**src/rtl/stream_serializer_pkg.sv**
```systemverilog
// Shared types and sizing helpers for the stream serializer.
// Beat count and counter width are derived here so the top stays generic.
package stream_pkg;

    localparam logic ST_IDLE = 1'b0;
    localparam logic ST_SEND = 1'b1;

    typedef enum logic {
        IDLE = ST_IDLE,
        SEND = ST_SEND
    } ser_state_e;

    function automatic int beats(input int w_in, input int w_out);
        return w_in / w_out;
    endfunction

    // A one-beat word still needs a 1-bit counter to keep ports legal.
    function automatic int cnt_width(input int n_beats);
        return (n_beats <= 1) ? 1 : $clog2(n_beats);
    endfunction

endpackage

```
**src/rtl/stream_serializer.sv**
```systemverilog
// Wide-to-narrow valid/ready serializer: one W_IN word in, BEATS beats out.
// Next word loads on the final-beat handshake so beats run back to back.
module stream_serializer
    import stream_pkg::*;
#(
    parameter int W_IN      = 32,
    parameter int W_OUT     = 8,
    parameter bit MSB_FIRST = 1'b0
) (
    input  logic             clk,
    input  logic             rstn,
    input  logic             s_valid,
    output logic             s_ready,
    input  logic [W_IN-1:0]  s_data,
    input  logic             s_last,
    output logic             m_valid,
    input  logic             m_ready,
    output logic [W_OUT-1:0] m_data,
    output logic             m_last
);

    localparam int BEATS = beats(W_IN, W_OUT);
    localparam int CW    = cnt_width(BEATS);

    localparam logic [CW-1:0] LAST_CNT = CW'(BEATS - 1);
    localparam logic [CW-1:0] PRE_CNT  = CW'(BEATS - 2);

    if (W_IN % W_OUT != 0) begin : g_bad_width
        $error("stream_serializer: W_IN must be a multiple of W_OUT");
    end

    ser_state_e       state_q;
    logic [CW-1:0]    cnt_q;
    logic [W_IN-1:0]  shreg_q;
    logic [W_IN-1:0]  shreg_d;
    logic             held_last_q;
    logic             m_valid_q;
    logic             m_last_q;
    logic             at_last;

    assign at_last = (cnt_q == LAST_CNT);

    assign s_ready = rstn &&
                     ((state_q == IDLE) || (at_last && m_ready));

    assign shreg_d = MSB_FIRST ? (shreg_q << W_OUT)
                               : (shreg_q >> W_OUT);

    always_ff @(posedge clk) begin
        if (!rstn) begin
            state_q     <= IDLE;
            cnt_q       <= '0;
            shreg_q     <= '0;
            held_last_q <= 1'b0;
            m_valid_q   <= 1'b0;
            m_last_q    <= 1'b0;
        end else begin
            unique case (state_q)
                IDLE: begin
                    if (s_valid) begin
                        state_q     <= SEND;
                        cnt_q       <= '0;
                        shreg_q     <= s_data;
                        held_last_q <= s_last;
                        m_valid_q   <= 1'b1;
                        m_last_q    <= (BEATS == 1) ? s_last : 1'b0;
                    end
                end
                SEND: begin
                    if (m_ready) begin
                        if (!at_last) begin
                            cnt_q    <= cnt_q + CW'(1);
                            shreg_q  <= shreg_d;
                            m_last_q <= held_last_q && (cnt_q == PRE_CNT);
                        end else if (s_valid) begin
                            cnt_q       <= '0;
                            shreg_q     <= s_data;
                            held_last_q <= s_last;
                            m_last_q    <= (BEATS == 1) ? s_last : 1'b0;
                        end else begin
                            state_q   <= IDLE;
                            cnt_q     <= '0;
                            m_valid_q <= 1'b0;
                            m_last_q  <= 1'b0;
                        end
                    end
                end
            endcase
        end
    end

    assign m_valid = m_valid_q;
    assign m_last  = m_last_q;

    if (MSB_FIRST) begin : g_msb
        assign m_data = shreg_q[W_IN-1 -: W_OUT];
    end else begin : g_lsb
        assign m_data = shreg_q[W_OUT-1:0];
    end

endmodule

```
**config.mk**
```make
export PLATFORM = sky130hd
export DESIGN_NAME = stream_serializer
export DESIGN_NICKNAME = d
export VERILOG_FILES = /design/src/rtl/stream_serializer_pkg.sv /design/src/rtl/stream_serializer.sv
export SDC_FILE = /design/constraint.sdc
export NUM_CORES = 1
export LEC_CHECK = 0
export CAP_MARGIN = 40
export CORE_ASPECT_RATIO = 0.9
export CORE_UTILIZATION = 43
export CTS_CLUSTER_DIAMETER = 40
export CTS_CLUSTER_SIZE = 40
export DETAILED_ROUTE_END_ITERATION = 10
export PLACE_DENSITY_LB_ADDON = 0.15
export REMOVE_ABC_BUFFERS = 1
export SLEW_MARGIN = 10
export SYNTH_ARGS = -nofsm -noshare
export SYNTH_HDL_FRONTEND = slang
export SYNTH_SLANG_ARGS = --single-unit
```
**constraint.sdc**
```tcl
create_clock -name clk -period 1.2 [get_ports clk]
set_input_delay 0.12 -clock clk [delete_from_list [all_inputs] [get_ports clk]]
set_output_delay 0.12 -clock clk [all_outputs]
set_load 0.05 [all_outputs]
```
==> summary.log, run 1 <==
[placed_design] Port Buffers 47
[floorplan] # IOs 48
[clocking] TritonCTS clock tree yes
[status] failing checks negative setup slack
[timing] max-slew violation total from the final report 0
[placed_design] placement-stage worst setup slack -0.2818 ns
[clocking] clk_lat worst skew 0.30 ns
[clocking] clock sinks 38
[power_and_ir_drop] Lkg Pwr 1.113 nW
[timing] measured slew at the worst slew-check pin 0.2442 ns
[setup_path] critical path class flip-flop to primary output
[route] average via count per standard cell 5.656
[final_layout] area of all placed cells without fillers 2923 sq um
[synth] portion of the post-synthesis area used by sequential elements 0.4337
[setup_path] Max Fanout on Critical Path 3
[final_layout] Final Net Count 266
[final_layout] antenna diode count 0
[power_and_ir_drop] peak supply drop 727.7 uV
[setup_path] crit path max-delay cell type dfxtp_2
[final_layout] share of cells above drive strength 1 0.3744
[route] residual DRC count 0
[placed_design] Routability Congestion 0.7529
[timing] unrepaired setup endpoints after global routing true
[route] detailed-routed wire length on met3 240 um
[route] length of the first detailed-routing pass in iterations 4
[global_routing] grt total ovfl 0
[synth] post-synth top area share 0.4337
[route] routed length on met1 2109 um
[synth] top_reg_cell synth dfxtp_1
[setup_path] element type at the critical path end primary output
[final_layout] leading cell types in the layout, fill and taps excluded 36 x clkdlybuf4s50_1, 35 x dfxtp_1, 23 x nand2_1, 23 x o21a_1, 18 x o221a_4
[power_and_ir_drop] switching part of the total power 0.2832
[setup_path] Setup crit start kind flip-flop
[route] via total after detailed routing 1544
[synth] synthesis warning total 0
[synth] count of distinct cell types in the synthesized netlist 31
[route] top layer used by detailed routing met4
[setup_path] worst reg-to-reg setup slack -0.18 ns
[synth] combined area of all synthesized cells 1754 sq um
[floorplan] die width 69.33 um
[synth] largest area contributor in the netlist dfxtp_1
[timing] Final period util 1.153
[route] post-route antenna net violation count 0
[synth] mean instance size in the synthesized netlist 10.26 sq um
[status] status complete, but fails checks
[global_routing] GRT Resource Usage Total 0.2139
[global_routing] wire length of the first global-routing pass 7314 um
[final_layout] Layout area overhead 66.62%
[worst_hold_path] worst min-delay path category primary input to flip-flop
[synth] asr flop ratio synth 0
[power_and_ir_drop] power dissipated by switching net loads 0.0009993 W
[timing] Final Hold Viols 0
[placed_design] HPWL reported at the end of detailed placement 2815 um
[global_routing] maximum number of pins on one net before global-route repair 31
[timing] Final Setup Violations 34
[power_and_ir_drop] Cell Pwr Density 1207 nW/um^2
[setup_path] endpoint arrival time on the critical path 1.26 ns
[power_and_ir_drop] clock power share 0.318
[flow_run] max-capacitance violation count 0
[clocking] H-tree lvl count 2
[floorplan] Die Outline Area 4339 sq um
[clocking] TritonCTS buffer count 5
[timing] maximum clock frequency 0.7225 GHz
[timing] fin worst setup slack -0.1841 ns
[clocking] clock slew at the register clock pins of the worst setup and hold paths 0.08 ns
[placed_design] Post-DP Area 2396 sq um
[floorplan] starting density of the core 0.4604
[timing] post-layout min period 1.384 ns
[route] drt wl/cell 18.19 um
[clocking] Max Buffers Root-to-Sink 2
[floorplan] cell row count 21
[timing] relative slew slack 0.8367
[synth] cell count after synthesis 171
[floorplan] Die Span Y 62.60 um
[route] total wire length 4965 um
[global_routing] number of antenna violations at the first check in global routing 0
[route] DR WL met2 2526 um
[clocking] Clock Tree Root clkbuf_8
[setup_path] CP cell instances ha_4, buf_6, nor2b_4, nor2_4, buf_12
[clocking] Hold-fix buffers, CTS 0
[synth] register bit count reported by yosys 38
[synth] cells taking the most area after synthesis dfxtp_1 43%, o221a_2 13%, o21a_1 9.8%
[timing] setup skew after layout 0.01163 ns
[route] number of DRC violations after detailed-routing iteration 0 77
[final_layout] Filler cells 234
[global_routing] vias in the first global route 1553
[power_and_ir_drop] Combinational Power Share 0.269
[final_layout] leading cell type in the layout, fill and taps excluded clkdlybuf4s50_1
[floorplan] core footprint 3810 sq um
[setup_path] largest incremental delay on the critical path 0.34 ns
[synth] number of synthesized flops with an enable pin 0
[power_and_ir_drop] internal power of the cells 0.002529 W
[power_and_ir_drop] relative contribution of sequential cells to total power 0.413
[setup_path] data required time at the worst endpoint 1.08 ns
==> power groups by stage <==
stage	clock, W	sequential [W]	combinational [W]
after global placement	0	0.00147	0.000727
final	0.00112	0.00146	0.000948
after floorplan	0	0.00155	0.000244
after global routing	0.00118	0.00147	0.000995
after detailed placement	0	0.00147	0.000750
after CTS	0.00113	0.00145	0.000840
==> cell usage after synthesis, drive strengths merged, types with 2 or more instances <==
cell type,n
a211oi,2
a21boi,4
buf,20
clkbuf,3
dfxtp,38
ha,3
inv,3
nand2,24
nand2b,2
nand3,2
nor2,3
nor2b,3
o21a,23
o221a,22
o22ai,8
o32ai,2
==> per-stage QoR <==
stage | std cells | TNS, ns | power [W] | utilization | hold slack [ns]
after floorplan | 148 | -10.14 | 0.001790 | - | 0.2378
after global placement | 261 | -7.384 | 0.002192 | 0.6289 | 0.4545
after detailed placement | 261 | -9.300 | 0.002217 | 0.6289 | 0.4586
after CTS | 273 | -4.161 | 0.003411 | 0.7163 | 0.3667
after global routing | 273 | -6.568 | 0.003646 | 0.7672 | 0.3719
final | 273 | -5.059 | 0.003528 | 0.7672 | 0.3665
==> flip-flops by register name, indices dropped and copies added (netlist names) <==
name         cells
cnt_q            2
held_last_q      1
m_last           1
m_valid          1
shreg_q         32
state_q          1
==> final timing paths <==
check	cells after the start	start	endpoint
worst max-delay path	5	cnt_q[0]$_SDFFE_PN0P_	s_ready
worst max register to register	5	cnt_q[1]$_SDFFE_PN0P_	shreg_q[6]$_SDFFE_PN0P_
worst min-delay path	3	s_last	held_last_q$_SDFFE_PN0P_
worst min register to register	2	shreg_q[27]$_SDFFE_PN0P_	shreg_q[27]$_SDFFE_PN0P_
==> cells by family (layout without fill, tap and decap cells) <==
| kind of cell | count (synthesis) | after routing | synth area share |
|---|---|---|---|
| AO/OA/AOI/OAI | 66 | 66 | 0.3338 |
| adder cells (fa/ha/maj) | 3 | 3 | 0.02140 |
| multiplexers | 1 | 1 | 0.005706 |
| AND/OR/NAND/NOR | 37 | 37 | 0.1013 |
| flip-flops | 38 | 38 | 0.4337 |
| buffers and inverters | 26 | 82 | 0.1041 |
==> routing by layer <==
metal / vias up / track usage
li1: 741 / -
met5: - / 0
met1: 736 / 0.2573
met2: 57 / 0.3653
met3: 10 / 0.04839
met4: 0 / 0.09184
==> area by class of cell <==
type                            instances  area, sq um  share of cell area
Sequential cell                        38        767.0              0.2624
Timing Repair Buffer                   71        884.6              0.3027
Multi-Input combinational cell        107         1086              0.3716
Clock buffer                            5        68.82             0.02354
Tap cell                               46        57.56             0.01969
Clock inverter                          3        45.04             0.01541
Inverter                                3        13.76            0.004709
==> what timing repair did <==
item	4_1_cts	5_1_grt
setup buffers	2	0
setup endpoints to repair	38	39
gates resized for setup	32	23
pin swaps	6	4
cloned	2	2
==> worst max-delay path, delay by kind of cell, from the launching register on <==
| kind | cells | cell delay [ns] |
|---|---|---|
| buffers and inverters | 2 | 0.25 |
| adder cells (fa/ha/maj) | 1 | 0.17 |
| flip-flops | 1 | 0.34 |
| AND/OR/NAND/NOR | 2 | 0.19 |
Note: power is estimated with default switching activity, not from simulation.
==> run 2, diff against run 1 <==
--- a/config.mk
+++ b/config.mk
@@ -11,6 +11,7 @@
 export CTS_CLUSTER_DIAMETER = 40
 export CTS_CLUSTER_SIZE = 40
 export DETAILED_ROUTE_END_ITERATION = 10
+export MAX_ROUTING_LAYER = met4
 export PLACE_DENSITY_LB_ADDON = 0.15
 export REMOVE_ABC_BUFFERS = 1
 export SLEW_MARGIN = 10
==> run 2 against run 1 <==
Sequential share of layout area unchanged. The flow still finishes with violations (negative setup slack). Critical path type unchanged. Routed wire length rose by 0.42%. Flip-flop and latch count unchanged. Die area did not move. Largest cell class unchanged. Clock power about the same. Largest power group unchanged.
==> summary.log, run 2 (synthesized netlist as in run 1, its figures left out) <==
[status] status complete, but fails checks [unchanged]
[status] failing checks negative setup slack [unchanged]
[setup_path] CP cell instances ha_4, buf_6, nor2b_4, nor2_4, buf_12 [unchanged]
[clocking] H-tree lvl count 2 [unchanged]
[floorplan] # IOs 48 [unchanged]
[clocking] Max Buffers Root-to-Sink 2 [unchanged]
[global_routing] grt total ovfl 0 [unchanged]
[clocking] Clock Tree Root clkbuf_8 [unchanged]
[power_and_ir_drop] peak supply drop 728.5 uV [was 727.7 uV]
[timing] relative slew slack 0.8376 [was 0.8367]
[final_layout] area of all placed cells without fillers 2923 sq um [unchanged]
[timing] Final period util 1.152 [was 1.153]
[setup_path] Buf+Inv Stages, Crit Path 2 [unchanged]
[final_layout] most flop-heavy register shreg_q [unchanged]
[setup_path] top cell family by delay on the critical path flip-flops [unchanged]
[power_and_ir_drop] Lkg Pwr 1.113 nW [unchanged]
[clocking] TritonCTS buffer count 5 [unchanged]
[placed_design] HPWL reported at the end of detailed placement 2815 um [unchanged]
[power_and_ir_drop] overall power of the completed layout 0.003528 W [about the same]
[setup_path] Critical Path Source cnt_q[0]$_SDFFE_PN0P_ [unchanged]
[route] total wire length 4986 um [was 4965 um]
[timing] hold slack 0.3670 ns [was 0.3665 ns]
[final_layout] leading cell type in the layout, fill and taps excluded clkdlybuf4s50_1 [unchanged]
[global_routing] maximum number of pins on one net before global-route repair 31 [unchanged]
[final_layout] max reg flops 32 [unchanged]
[flow_run] max-capacitance violation count 0 [unchanged]
[floorplan] die width 69.33 um [unchanged]
[route] residual DRC count 0 [unchanged]
[final_layout] share of cells above drive strength 1 0.3744 [unchanged]
[setup_path] largest incremental delay on the critical path 0.34 ns [about the same]
[global_routing] number of antenna violations at the first check in global routing 0 [unchanged]
[clocking] Hold-fix buffers, CTS 0 [unchanged]
[setup_path] Max Fanout on Critical Path 3 [unchanged]
[floorplan] Die Span Y 62.60 um [unchanged]
[timing] max-slew violation total from the final report 0 [unchanged]
[final_layout] leading cell types in the layout, fill and taps excluded 36 x clkdlybuf4s50_1, 35 x dfxtp_1, 23 x nand2_1, 23 x o21a_1, 18 x o221a_4 [unchanged]
[setup_path] crit path max-delay cell type dfxtp_2 [unchanged]
[final_layout] antenna diode count 0 [unchanged]
[final_layout] Filler cells 234 [unchanged]
[worst_hold_path] worst min-delay path category primary input to flip-flop [unchanged]
[global_routing] GRT Resource Usage Total 0.2204 [was 0.2139]
[power_and_ir_drop] power dissipated by switching net loads 0.0009994 W [was 0.0009993 W]
[placed_design] Post-DP Area 2396 sq um [unchanged]
[route] length of the first detailed-routing pass in iterations 5 [was 4]
[final_layout] Layout area overhead 66.62% [unchanged]
[setup_path] Setup crit start kind flip-flop [unchanged]
[power_and_ir_drop] Combinational Power Share 0.269 [about the same]
[setup_path] endpoint arrival time on the critical path 1.26 ns [about the same]
[route] post-route antenna net violation count 0 [unchanged]
[timing] maximum clock frequency 0.7236 GHz [was 0.7225 GHz]
[setup_path] critical path class flip-flop to primary output [unchanged]
[power_and_ir_drop] internal power of the cells 0.002529 W [about the same]
[setup_path] element type at the critical path end primary output [unchanged]
[floorplan] Die Outline Area 4339 sq um [unchanged]
[floorplan] cell row count 21 [unchanged]
[power_and_ir_drop] Cell Pwr Density 1207 nW/um^2 [about the same]
[timing] setup skew after layout 0.01199 ns [was 0.01163 ns]
[floorplan] core footprint 3810 sq um [unchanged]
[placed_design] Routability Congestion 0.7626 [was 0.7529]
[route] via total after detailed routing 1550 [was 1544]
[worst_hold_path] hold path startpoint s_last [unchanged]
[final_layout] Final Net Count 266 [unchanged]
[power_and_ir_drop] relative contribution of sequential cells to total power 0.413 [about the same]
[placed_design] Port Buffers 47 [unchanged]
[final_layout] area taken by multi-input logic gates 1086 sq um [unchanged]
[global_routing] wire length of the first global-routing pass 7314 um [unchanged]
[route] average via count per standard cell 5.678 [was 5.656]
[power_and_ir_drop] switching part of the total power 0.2832 [about the same]
[floorplan] starting density of the core 0.4604 [unchanged]
[timing] measured slew at the worst slew-check pin 0.2428 ns [was 0.2442 ns]
[global_routing] vias in the first global route 1552 [was 1553]
[setup_path] data required time at the worst endpoint 1.08 ns [about the same]
[clocking] TritonCTS clock tree yes [unchanged]
[route] drt wl/cell 18.26 um [was 18.19 um]
[clocking] clk_lat worst skew 0.30 ns [about the same]
[clocking] clock slew at the register clock pins of the worst setup and hold paths 0.08 ns [about the same]
[timing] fin worst setup slack -0.1820 ns [was -0.1841 ns]
[setup_path] Worst R2R Start cnt_q[1]$_SDFFE_PN0P_ [unchanged]
[timing] unrepaired setup endpoints after global routing true [unchanged]
[final_layout] end-of-flow core utilization 0.7672 [unchanged]
[timing] Final Hold Viols 0 [unchanged]
[route] number of DRC violations after detailed-routing iteration 0 109 [was 77]
[placed_design] placement-stage worst setup slack -0.2818 ns [unchanged]
[power_and_ir_drop] clock power share 0.318 [about the same]
[timing] Final Setup Violations 34 [unchanged]
[final_layout] registers with the most flip-flops shreg_q: 32 flops, cnt_q: 2 flops [unchanged]
[clocking] clock sinks 38 [unchanged]
[final_layout] footprint of the flip-flops and latches 767.0 sq um [unchanged]
[timing] post-layout min period 1.382 ns [was 1.384 ns]
==> run 2: cell counts in the layout (fill, tap and decap cells not counted) <==
Identical to the previous run, type by type.
==> run 2: power groups by stage <==
stage / registers, W / logic, W / clock network, W
final: 0.00146 / 0.000949 / 0.00112
after global routing: 0.00147 / 0.000995 / 0.00118
after CTS: 0.00145 / 0.000840 / 0.00113
after detailed placement: 0.00147 / 0.000750 / 0
after global placement: 0.00147 / 0.000727 / 0
after floorplan: 0.00155 / 0.000244 / 0
==> run 2: repair_timing <==
| action | in CTS | in global routing |
|---|---|---|
| gates resized for setup | 32 | 23 |
| buffers inserted | 2 | 0 |
| gates cloned | 2 | 2 |
| pin swaps | 6 | 4 |
| endpoints found under the setup margin | 38 | 39 |
| endpoints found under the hold margin | 0 | 0 |
==> run 2: path summary, 6_finish.rpt <==
path	slack, ns	depth (start not counted)	to
worst min-delay path	0.37	3	held_last_q$_SDFFE_PN0P_
worst max-delay path	-0.18	5	s_ready
worst max register to register	-0.18	5	shreg_q[6]$_SDFFE_PN0P_
worst min register to register	0.48	2	shreg_q[27]$_SDFFE_PN0P_
==> run 2: cell type report <==
class / count / share of cell area
multi-input cells: 107 / 0.3716
clock inverters: 3 / 0.01541
clock buffers: 5 / 0.02354
inverters: 3 / 0.004709
flip-flops and latches: 38 / 0.2624
repair buffers: 71 / 0.3027
well taps: 46 / 0.01969
==> run 2: routing by layer <==
layer  routed length (um)  global-route usage
met5                    0                   -
met4                   72             0.09184
met3                  195             0.04355
met2                 2581              0.3653
met1                 2137              0.2614
==> run 2: per-stage QoR <==
stage               setup TNS, ns  std cells
detailed placement         -9.300        261
CTS                        -4.161        273
global placement           -7.384        261
finish                     -5.026        273
global route               -6.582        273
floorplan                  -10.14        148
==> run 2: tightest hold or removal path: cells and delay by family <==
| kind | cells | cell delay (ns) |
|---|---|---|
| AO/OA/AOI/OAI | 1 | 0.05 |
| buffers and inverters | 1 | 0.40 |
| AND/OR/NAND/NOR | 1 | 0.06 |
